<file path="src/rtl/spram_reader_if.sv">
// spram_reader_if: Avalon-MM bus toward the RAM slave plus the valid/ready output stream.
interface spram_reader_if #(parameter int DATA_W = 32);
  logic [2:0]        avm_address;
  logic              avm_read;
  logic              avm_write;
  logic [31:0]       avm_writedata;
  logic [31:0]       avm_readdata;
  logic [DATA_W-1:0] out_data;
  logic              out_valid;
  logic              out_ready;
  modport master (
    output avm_address, avm_read, avm_write, avm_writedata, out_data, out_valid,
    input  avm_readdata, out_ready
  );
  modport slave (
    input  avm_address, avm_read, avm_write, avm_writedata, out_data, out_valid,
    output avm_readdata, out_ready
  );
endinterface

</file>
<file path="src/rtl/spram_reader.sv">
// spram_reader: checks the RAM slave ID, programs its pointer, then streams a block of words out.
module spram_reader #(
  parameter int          DATA_W  = 32,
  parameter int          ADDR_W  = 11,
  parameter int          LEN_W   = 12,
  parameter logic [31:0] ID_WORD = 32'h87654321
) (
  input  logic              clock,
  input  logic              resetn,
  input  logic              start,
  input  logic [ADDR_W-1:0] base_addr,
  input  logic [LEN_W-1:0]  length,
  output logic              busy,
  output logic              done,
  output logic              error,
  spram_reader_if.master    bus
);
  typedef enum logic [3:0] {IDLE, ID_RD, ID_CHK, SET_ADDR, SETTLE, RD, CAPT, OUT, DONE} state_t;
  state_t state, next;
  logic [ADDR_W-1:0] base;
  logic [LEN_W-1:0]  rem;
  always_ff @(posedge clock or negedge resetn)
    if (!resetn) state <= IDLE;
    else state <= next;
  always_comb begin
    next = state;
    case (state)
      IDLE:     if (start) next = length == '0 ? DONE : ID_RD;
      ID_RD:    next = ID_CHK;
      ID_CHK:   next = bus.avm_readdata != ID_WORD ? DONE : SET_ADDR;
      SET_ADDR: next = SETTLE;
      SETTLE:   next = RD;
      RD:       next = CAPT;
      CAPT:     next = OUT;
      OUT:      if (bus.out_ready) next = rem == '0 ? DONE : RD;
      DONE:     next = IDLE;
      default:  next = IDLE;
    endcase
  end
  // Strobes decode straight from state so an async reset drops them immediately.
  always_comb begin
    bus.avm_read      = state == ID_RD || state == RD;
    bus.avm_write     = state == SET_ADDR;
    bus.avm_address   = state == ID_RD ? 3'd3 : state == SET_ADDR ? 3'd1 : 3'd0;
    bus.avm_writedata = state == SET_ADDR ? 32'(base) : 32'd0;
    busy              = state != IDLE;
    done              = state == DONE;
  end
  always_ff @(posedge clock or negedge resetn)
    if (!resetn) begin
      base          <= '0;
      rem           <= '0;
      error         <= 1'b0;
      bus.out_data  <= '0;
      bus.out_valid <= 1'b0;
    end else begin
      if (state == IDLE && start) begin
        base  <= base_addr;
        rem   <= length;
        error <= 1'b0;
      end
      if (state == ID_CHK && bus.avm_readdata != ID_WORD) error <= 1'b1;
      if (state == CAPT) begin
        bus.out_data  <= bus.avm_readdata[DATA_W-1:0];
        bus.out_valid <= 1'b1;
        rem           <= rem - 1'b1;
      end
      if (state == OUT && bus.out_ready) bus.out_valid <= 1'b0;
    end
endmodule

</file>
<file path="src/flat_wrapper.sv">
// flat-port wrapper written by rule: the top's interface ports become plain ports
module spram_reader_flat 
#(
  parameter int          DATA_W  = 32,
  parameter int          ADDR_W  = 11,
  parameter int          LEN_W   = 12,
  parameter logic [31:0] ID_WORD = 32'h87654321
)
  (clock, resetn, start, base_addr, length, busy, done, error, bus_avm_address, bus_avm_read, bus_avm_write, bus_avm_writedata, bus_out_data, bus_out_valid, bus_avm_readdata, bus_out_ready);
  spram_reader_if #(.DATA_W(DATA_W)) bus_i ();
  input  logic clock;
  input  logic resetn;
  input  logic start;
  input  logic [ADDR_W-1:0] base_addr;
  input  logic [LEN_W-1:0] length;
  output logic busy;
  output logic done;
  output logic error;
  output wire logic [$bits(bus_i.avm_address)-1:0] bus_avm_address;
  output wire logic [$bits(bus_i.avm_read)-1:0] bus_avm_read;
  output wire logic [$bits(bus_i.avm_write)-1:0] bus_avm_write;
  output wire logic [$bits(bus_i.avm_writedata)-1:0] bus_avm_writedata;
  output wire logic [$bits(bus_i.out_data)-1:0] bus_out_data;
  output wire logic [$bits(bus_i.out_valid)-1:0] bus_out_valid;
  input wire logic [$bits(bus_i.avm_readdata)-1:0] bus_avm_readdata;
  input wire logic [$bits(bus_i.out_ready)-1:0] bus_out_ready;
  assign bus_avm_address = bus_i.avm_address;
  assign bus_avm_read = bus_i.avm_read;
  assign bus_avm_write = bus_i.avm_write;
  assign bus_avm_writedata = bus_i.avm_writedata;
  assign bus_out_data = bus_i.out_data;
  assign bus_out_valid = bus_i.out_valid;
  assign bus_i.avm_readdata = bus_avm_readdata;
  assign bus_i.out_ready = bus_out_ready;
  spram_reader #(.DATA_W(DATA_W), .ADDR_W(ADDR_W), .LEN_W(LEN_W), .ID_WORD(ID_WORD)) u_core (.clock(clock), .resetn(resetn), .start(start), .base_addr(base_addr), .length(length), .busy(busy), .done(done), .error(error), .bus(bus_i));
endmodule
</file>
<file path="config.mk">
export PLATFORM = sky130hd
export DESIGN_NAME = spram_reader_flat
export DESIGN_NICKNAME = d
export VERILOG_FILES = /design/src/rtl/spram_reader_if.sv /design/src/rtl/spram_reader.sv /design/src/flat_wrapper.sv
export SDC_FILE = /design/constraint.sdc
export NUM_CORES = 1
export LEC_CHECK = 0
export ABC_AREA = 1
export BUFFER_PORTS_ARGS = -buffer_cell sky130_fd_sc_hd__buf_2
export CORE_MARGIN = 3
export CORE_UTILIZATION = 52
export CTS_CLUSTER_DIAMETER = 120
export DETAILED_ROUTE_END_ITERATION = 12
export HOLD_SLACK_MARGIN = 0.02
export PLACE_DENSITY = 0.85
export SLEW_MARGIN = 20
export SYNTH_ARGS = -nofsm -noshare
export SYNTH_HDL_FRONTEND = slang
export SYNTH_SLANG_ARGS = --single-unit
export TNS_END_PERCENT = 50
</file>
<file path="constraint.sdc">
create_clock -name clock -period 2.5 [get_ports clock]
set_clock_uncertainty 0.05 [all_clocks]
set_input_delay 0 -clock clock [delete_from_list [all_inputs] [get_ports clock]]
set_output_delay 0 -clock clock [all_outputs]
set_load 0.01 [all_outputs]
</file>
==> run summary, run 1 <==
Commonest cells post-synth - 128 x nand2_1, 61 x dfrtp_1, 48 x inv_1
Compound-Gate Fraction of Synth Area - 9.13%
CTS max path bufs - 2
xor and xnor fraction of the mapped netlist area - 0.816%
CTS sink count - 61
Async SR Flop Fraction - 100%
Sw Ratio - 40.4%
global-route wire length before repair - 15600 um
Yosys warnings - 0
unrepaired setup endpoints after global routing - false
dpl ws - 739 ps
CP Data Required Time - 2450 ps
critical path type - flop to output port
largest family of logic cells by synthesized area - simple AND/OR/NAND/NOR gates
initial antenna violation count - 0
syn avg cell area - 7.70 um^2
Seq. cell area - 1530 um^2
setup ws final - 667 ps
f_max - 546 MHz
synthesized flop and latch total - 61
# diodes - 0
top_reg_cell synth - dfrtp_1
number of synthesized flops with an enable pin - 0
Tot Pwr - 4.85 mW
Syn Inst Count - 418
Fin Setup TNS - 0 ps
Tot GR Track Use - 27.5%
post-synthesis sequential area ratio - 47.4%
Sequential Power Share - 36.9%
Die Wd - 84.7 um
Least-Margin Pin Slew - 749 ps
Final Setup Violations - 0
DIE AREA - 7170 um^2
Die Ht - 84.7 um
H-Tree Depth - 3
Unique masters post-synth - 31
Netlist Area Pre-Place - 3220 um^2
Core Area - 5960 um^2
clock power share - 20.5%
Internal - 2.89 mW
TritonCTS clock tree - yes
P_leak - 2.44 nW
Layout Area Growth over Synthesis - 39.6%
CP Capture Type - output port
vias in the first global route - 3421
CTS Buf Count - 9
Root Driver - clkbuf_8
grt ovf - 0
DRT iter0 DRCs - 193
number of port buffers - 109
adder-cell share of the synthesized area - 0.389%
HPWL Detailed - 5790 um
via count - 3353
Max-slew headroom - 50.1%
min-delay worst type - input pin to async pin
Final period util - 73.3%
share of the synthesized area in the top cell type - 47.4%
CP max FO - 12
Post-Synth Simple-Gate Area - 27.2%
largest net degree at the start of global routing - 62
crit start category - flop
clock-pin slew on the worst setup and hold paths - 70 ps
status - finished, final reports clean
Worst Path Arrival - 1780 ps
vias per inst - 5.06
Gate power share - 42.5%
Hold Violations, Final - 0
fillers - 432
fraction of layout cells with a size suffix above 1 - 24.5%
Clk Latency, worst-skew pair - 330 ps
count leader, synth - nand2_1
Synth area leaders - dfrtp_1 47%, nand2_1 15%, buf_4 5.6%
Post-DRT Antenna Nets - 0
NetSw - 1.96 mW
crit path time final - 1830 ps
# DRC - 0
area of the multi-input gates - 1290 um^2
Starting Density - 54.1%
Final Max Slew Viols - 0
post-synthesis mux area share - 0%
Power Density - 1080 nW/um^2
Ports - 132
Final nets - 643
Site Rows - 28
routed wire length - 9550 um
peak supply drop - 0.571 mV
biggest area consumer among synthesized cells - dfrtp_1
routed len/inst - 14.4 um
worst hold margin - 308 ps
drt first pass iters - 5
setup bufs post-CTS - 0
final RePlAce weighted congestion - 0.909
Max-Cap Viols - 0
==> power by group through the flow <==
stage               Sequential, mW  Combinational, mW  Clock (mW)
finish                        1.79               2.06       0.995
global route                  1.84               2.31        1.04
CTS                           1.78               2.03        1.00
detailed placement            1.78               1.96           0
global placement              1.78               1.87           0
floorplan                     1.88               1.24           0
==> flip-flops by register name, summed over array words and instances, names as in the netlist <==
register              cells
u_core.base              11
u_core.bus.out_data      32
u_core.bus.out_valid      1
u_core.error              1
u_core.rem               12
u_core.state              4
==> metal layers <==
metal	wire length (um)	share of wire [%]	GRT usage, %
met5	0	0	0
met4	361	3.8	14.0
met3	729	7.6	5.50
met2	4890	51	50.0
met1	3570	37	30.2
==> path summary, 6_finish.rpt <==
| path | startpoint | endpoint | slack, ps | cells past startpoint |
|---|---|---|---|---|
| min reg2reg | u_core.bus.out_valid | u_core.bus.out_valid | 420 | 2 |
| max reg2reg | u_core.state[3] | u_core.rem[7] | 700 | 6 |
| min in group clock | bus_avm_readdata[9] | u_core.bus.out_data[9] | 370 | 4 |
| min | resetn | u_core.base[4] | 310 | 3 |
| max | u_core.state[3] | bus_avm_writedata[3] | 670 | 6 |
| max in group asynchronous | resetn | u_core.bus.out_data[21] | 1600 | 3 |
==> final cells by class <==
class                           instances  share of cell area, %
Clock buffer                           13                   3.54
Clock inverter                          3                   1.50
Inverter                               57                   4.82
Multi-Input combinational cell        285                   28.7
Sequential cell                        61                   34.0
Tap cell                               75                   2.09
Timing Repair Buffer                  169                   25.4
==> cell usage in the layout (no fill, tap or decap) <==
cell type and count:
nand3_1 22, nor3b_1 1, inv_2 8, nor3_1 4
nand2_1 128, nor3_4 1, dfrtp_1 61, nand2_4 2
nor2_1 42, clkinvlp_4 1, nand3_2 1, buf_4 2
ha_1 1, nor2_8 1, o22ai_1 1, inv_1 48
a21oi_1 6, xor2_1 3, buf_2 109, a21oi_2 1
conb_1 22, o211ai_1 5, o21ai_1 22, o311ai_1 1
clkbuf_1 2, inv_4 1, nand2_2 3, bufinv_16 2
clkbuf_8 11, nor2_4 1, o21ai_0 15, dlygate4sd3_1 58
o221ai_1 2
==> logic make-up (layout without fill, tap and decap cells) <==
kind of cell | after synthesis | in the layout
other | 1 | 22
AOI/OAI and AO/OA | 53 | 53
DFF | 61 | 61
buffers and inverters | 93 | 242
adders and majority gates | 1 | 1
xor gates and xnor gates | 3 | 3
and+or+nand+nor | 206 | 206
==> repair_timing <==
action,4_1_cts,5_1_grt
hold buffers,58,0
endpoints found under the hold margin,121,0
gates resized for setup,0,0
==> critical path: stages, from the launching register on <==
cell	delay, ps
dfrtp_1	440
inv_2	110
nand2_4	80
nor2_1	140
nand2_1	310
nor2_1	210
buf_2	150
==> through the flow <==
stage	cells	cell area, um^2	utilization, %
final	663	4490	75.5
after global routing	663	4490	75.5
after CTS	663	4490	75.5
after detailed placement	589	3690	61.9
after global placement	589	3690	61.9
after floorplan	439	3300	-
(Power assumes the default switching activity.)
==> inputs of run 2 (changes only) <==
--- a/config.mk
+++ b/config.mk
@@ -8,11 +8,11 @@
 export ABC_AREA = 1
 export BUFFER_PORTS_ARGS = -buffer_cell sky130_fd_sc_hd__buf_2
 export CORE_MARGIN = 3
-export CORE_UTILIZATION = 52
+export CORE_UTILIZATION = 44
 export CTS_CLUSTER_DIAMETER = 120
 export DETAILED_ROUTE_END_ITERATION = 12
 export HOLD_SLACK_MARGIN = 0.02
-export PLACE_DENSITY = 0.85
+export PLACE_DENSITY = 0.77
 export SLEW_MARGIN = 20
 export SYNTH_ARGS = -nofsm -noshare
 export SYNTH_HDL_FRONTEND = slang
==> constraint.sdc (replaced) <==
create_clock -name clock -period 1.6 [get_ports clock]
set_clock_uncertainty 0.05 [all_clocks]
set_input_delay 0 -clock clock [delete_from_list [all_inputs] [get_ports clock]]
set_output_delay 0 -clock clock [all_outputs]
set_load 0.01 [all_outputs]
==> run 2 against run 1 <==
Net effect:
- worst setup slack worse by 600 ps
- die area is 17% higher
- power is 59% higher
- critical path type is now flop to flop
==> run summary, run 2 (synthesis gave the netlist of run 1 again) <==
HPWL Detailed - 6020 um
crit path time final - 1530 ps
initial antenna violation count - 0
chain of cells forming the critical path - buf_4, nor2_4, inv_2, nor3_4, nand2_2, o21ai_2, nor2_1, nand2_1, nand2_1
CP max FO - 3
Power Density - 1640 nW/um^2
commonest non-fill, non-tap cell in the layout - nand2_1
Worst Setup SP - u_core.state[3]
Core Area - 6940 um^2
f_max - 652 MHz
unrepaired setup endpoints after global routing - true
Final Max Slew Viols - 0
grt ovf - 0
DRT iter0 DRCs - 165
Tot Pwr - 7.69 mW
CTS sink count - 61
Starting Density - 46.4%
Final period util - 95.9%
Layout Area Growth over Synthesis - 45.5%
slowest stage cell, crit path - dfrtp_2
P_leak - 2.50 nW
number of port buffers - 109
H-Tree Depth - 3
routed len/inst - 13.2 um
DIE AREA - 8380 um^2
TritonCTS clock tree - yes
critical path type - flop to flop
flip-flop count of the largest register after layout - 32
Seq. cell area - 1530 um^2
metal3 WL - 822 um
fraction of layout cells with a size suffix above 1 - 27.9%
flop2flop setup slack - 70 ps
Worst Path Arrival - 1700 ps
Die Ht - 91.5 um
vias per inst - 4.62
# DRC - 0
status - finished, final reports clean
min-delay worst type - input pin to async pin
area of the multi-input gates - 1330 um^2
commonest non-fill, non-tap cells in the layout - 127 x nand2_1, 109 x buf_2, 59 x dfrtp_1
Die Wd - 91.5 um
Final nets - 654
vias in the first global route - 3248
peak supply drop - 0.970 mV
CTS Buf Count - 9
global-route wire length before repair - 15000 um
crit start category - flop
Largest regs - u_core.bus.out_data x32, u_core.rem x12, u_core.base x11
# diodes - 0
Ports - 132
fillers - 547
Hold Violations, Final - 0
FF-to-FF Start - u_core.state[3]
largest reg by FF count - u_core.bus.out_data
drt first pass iters - 4
routed wire length - 9150 um
CP Data Required Time - 1770 ps
worst hold margin - 179 ps
Site Rows - 30
Max-Cap Viols - 0
largest net degree at the start of global routing - 62
Post-DRT Antenna Nets - 0
Root Driver - clkbuf_8
clock-pin slew on the worst setup and hold paths - 60 ps
CTS max path bufs - 2
CP Capture Type - flop
metal2 WL - 4400 um
top layer used by detailed routing - met4
routed metal-1 wirelength - 3820 um
Final Setup Violations - 0
Most Frequent Cell on Critical Path - nand2_1
Tot GR Track Use - 22.3%
Max stage delay on crit path - 410 ps
Clk Latency, worst-skew pair - 320 ps
final RePlAce weighted congestion - 0.996
via count - 3206
run 2: where the power goes:
part / internal [mW] / leakage [nW] / switching, mW
Sequential: 2.32 / 0.716 / 0.494
Clock: 0.839 / 0.108 / 0.585
Combinational: 1.42 / 1.67 / 2.04
run 2: worst paths after layout:
| check | to | depth (start not counted) |
|---|---|---|
| worst min register to register | u_core.bus.out_data[8] | 2 |
| min in group clock | u_core.bus.out_data[8] | 4 |
| worst min-delay path | u_core.base[1] | 3 |
| worst max register to register | u_core.state[0] | 9 |
| worst max-delay path | u_core.state[0] | 9 |
| max in group asynchronous | u_core.state[1] | 3 |
run 2: repair_timing:
item / 4_1_cts / 5_1_grt
endpoints found under the hold margin: 122 / 0
resized for setup: 2 / 17
endpoints found under the setup margin: 11 / 37
hold buffers: 58 / 0
pin swaps: 0 / 4
buffers inserted: 1 / 3
run 2: area by class of cell:
class / count / area share (%)
clock buffer: 12 / 3.53
clock inverter: 3 / 0.935
inverter: 57 / 4.78
multi-input combinational: 285 / 28.5
sequential: 61 / 32.6
tap: 96 / 2.56
timing repair buffer: 180 / 27.1
run 2: stage by stage:
| step | utilization (%) | worst slack [ps] | setup TNS [ps] | area, um^2 | instances |
|---|---|---|---|---|---|
| 2_1_floorplan | - | 207 | 0 | 3300 | 439 |
| 3_3_place_gp | 54.8 | 98.9 | 0 | 3800 | 617 |
| 3_5_place_dp | 54.8 | 54.1 | 0 | 3800 | 617 |
| 4_1_cts | 66.3 | 5.96 | 0 | 4600 | 691 |
| 5_1_grt | 67.4 | -35.9 | -88.3 | 4680 | 694 |
| 6_report | 67.4 | 65.8 | 0 | 4680 | 694 |
run 2: layer usage:
metal	track usage, %	up-vias
li1	-	1601
met1	27.6	1457
met2	38.2	137
met3	5.30	11
met4	7.29	0
met5	0	-
run 2: critical path: cells and delay by family, from the launching register on:
kind / cells / cell delay (ps)
compound gates: 1 / 70
buf+inv: 2 / 220
flops: 1 / 410
simple gates: 6 / 670
==> inputs of run 3 (changes only) <==
--- a/config.mk
+++ b/config.mk
@@ -12,7 +12,7 @@
 export CTS_CLUSTER_DIAMETER = 120
 export DETAILED_ROUTE_END_ITERATION = 12
 export HOLD_SLACK_MARGIN = 0.02
-export PLACE_DENSITY = 0.77
+export PLACE_DENSITY = 0.87
 export SLEW_MARGIN = 20
 export SYNTH_ARGS = -nofsm -noshare
 export SYNTH_HDL_FRONTEND = slang
==> run 3 against run 2 <==
Net effect:
- design area is 1.7% higher
- global-route usage up 1.5 points
- worst hold slack worse by 30 ps
- routed wire length grew 13%
==> run summary, run 3 (synthesis gave the netlist of run 1 again) <==
peak supply drop - 0.827 mV
CTS Buf Count - 9
fraction of layout cells with a size suffix above 1 - 29.2%
Worst Setup SP - u_core.state[3]
NetSw - 3.30 mW
vias in the first global route - 3294
Starting Density - 46.4%
Final Non-Filler Cells - 698
Final period util - 100%
Core Area - 6940 um^2
Max stage delay on crit path - 390 ps
slowest stage cell, crit path - dfrtp_1
CTS sink count - 61
Max-Cap Viols - 0
R2R cell count - 9
Hold Violations, Final - 0
Worst Setup EP - u_core.state[3]
flop2flop setup slack - 0.2 ps
commonest non-fill, non-tap cell in the layout - nand2_1
Layout Area Growth over Synthesis - 48.0%
Sequential Power Share - 35.5%
critical path type - flop to flop
crit start category - flop
CTS max path bufs - 2
Clk Latency, worst-skew pair - 340 ps
Top delay family on crit path - simple AND/OR/NAND/NOR gates
CP Capture Type - flop
Final Setup Violations - 0
HPWL Detailed - 5970 um
Worst Path Arrival - 1810 ps
Fin Setup TNS - 0 ps
TritonCTS clock tree - yes
clock power share - 17.4%
# diodes - 0
Final Max Slew Viols - 0
post-placement cell count - 616
Post-DRT Antenna Nets - 0
Root Driver - clkbuf_8
Internal - 4.58 mW
routed len/inst - 14.8 um
Largest regs - u_core.bus.out_data x32, u_core.rem x12, u_core.base x11
CP Data Required Time - 1810 ps
DRT iter0 DRCs - 252
routed wire length - 10300 um
Die Ht - 91.5 um
post-route cell area - 4760 um^2
worst hold margin - 149 ps
number of port buffers - 109
DIE AREA - 8380 um^2
drt first pass iters - 6
status - finished, final reports clean
final RePlAce weighted congestion - 0.927
Most Frequent Cell on Critical Path - buf_4
P_leak - 2.53 nW
Site Rows - 30
global-route wire length before repair - 15900 um
flip-flop count of the largest register after layout - 32
WP buf/inv - 4
Power Density - 1650 nW/um^2
CP max FO - 3
DP Area - 3800 um^2
# DRC - 0
min-delay worst type - input pin to async pin
FF-to-FF Start - u_core.state[3]
clock-pin slew on the worst setup and hold paths - 70 ps
vias per inst - 4.81
worst reg2reg endpoint - u_core.state[3]
largest reg by FF count - u_core.bus.out_data
grt ovf - 0
Critical Path Stages - 9
Gate power share - 47.1%
via count - 3359
commonest non-fill, non-tap cells in the layout - 127 x nand2_1, 109 x buf_2, 60 x dfrtp_1
f_max - 625 MHz
Final nets - 657
crit path time final - 1600 ps
H-Tree Depth - 3
Sw Ratio - 41.9%
initial antenna violation count - 0
largest net degree at the start of global routing - 62
chain of cells forming the critical path - buf_4, nor2_4, inv_2, nor3_4, buf_4, nand3_1, nand2_1, inv_1, a21oi_1
unrepaired setup endpoints after global routing - true
Die Wd - 91.5 um
Tot GR Track Use - 23.8%
Ports - 132
[run 3: changes by cell type in the layout (fill, tap and decap cells not counted), sizes merged]
| cell | change |
|---|---|
| clkbuf | +1 |
| buf | +2 |
| clkinvlp | +1 |
[run 3: timing repair]
action,in CTS,in global routing
pin swaps,0,4
endpoints found under the setup margin,11,39
cloned,0,1
resized for setup,3,31
buffers inserted,1,6
hold buffers,58,0
endpoints found under the hold margin,122,0
[run 3: layout make-up]
type	instances	area, um^2
repair buffers	183	1320
inverters	57	226
well taps	96	120
flip-flops and latches	61	1530
clock inverters	4	47.5
clock buffers	12	145
multi-input cells	285	1380
fillers	512	2180
[run 3: power groups by stage]
stage	Clock [mW]	Sequential (mW)	Combinational, mW
2_1_floorplan	0	2.93	1.94
3_3_place_gp	0	2.76	3.05
3_5_place_dp	0	2.77	3.16
4_1_cts	1.38	2.76	3.31
5_1_grt	1.46	2.88	4.10
6_report	1.37	2.79	3.70
[run 3: metrics by stage]
stage	utilization [%]	power [mW]	setup WS (ps)
after floorplan	-	4.87	207
after global placement	54.7	5.81	105
after detailed placement	54.7	5.93	18.7
after CTS	66.0	7.46	2.85
after global routing	68.6	8.44	-70.5
final	68.6	7.87	0.222
[run 3: worst reg2reg max path, stage by stage (launching register included)]
cell,delay [ps]
dfrtp_1,390
buf_4,160
nor2_4,160
inv_2,70
nor3_4,220
buf_4,140
nand3_1,70
nand2_1,90
inv_1,40
a21oi_1,130
[run 3: routing by layer]
metal	global-route usage (%)	vias to the layer above	share of wire, %
li1	-	1602	-
met1	27.8	1553	39
met2	40.6	176	50
met3	6.55	28	8.8
met4	10.4	0	2.3
met5	0	-	0
[run 3: how the worst min path moves through the flow]
stage	startpoint	end
2_1_floorplan	resetn	u_core.base[0]
3_3_place_gp	resetn	u_core.rem[5]
3_5_place_dp	resetn	u_core.error
4_1_cts	resetn	u_core.rem[5]
5_1_grt	resetn	u_core.rem[8]
6_report	resetn	u_core.rem[5]
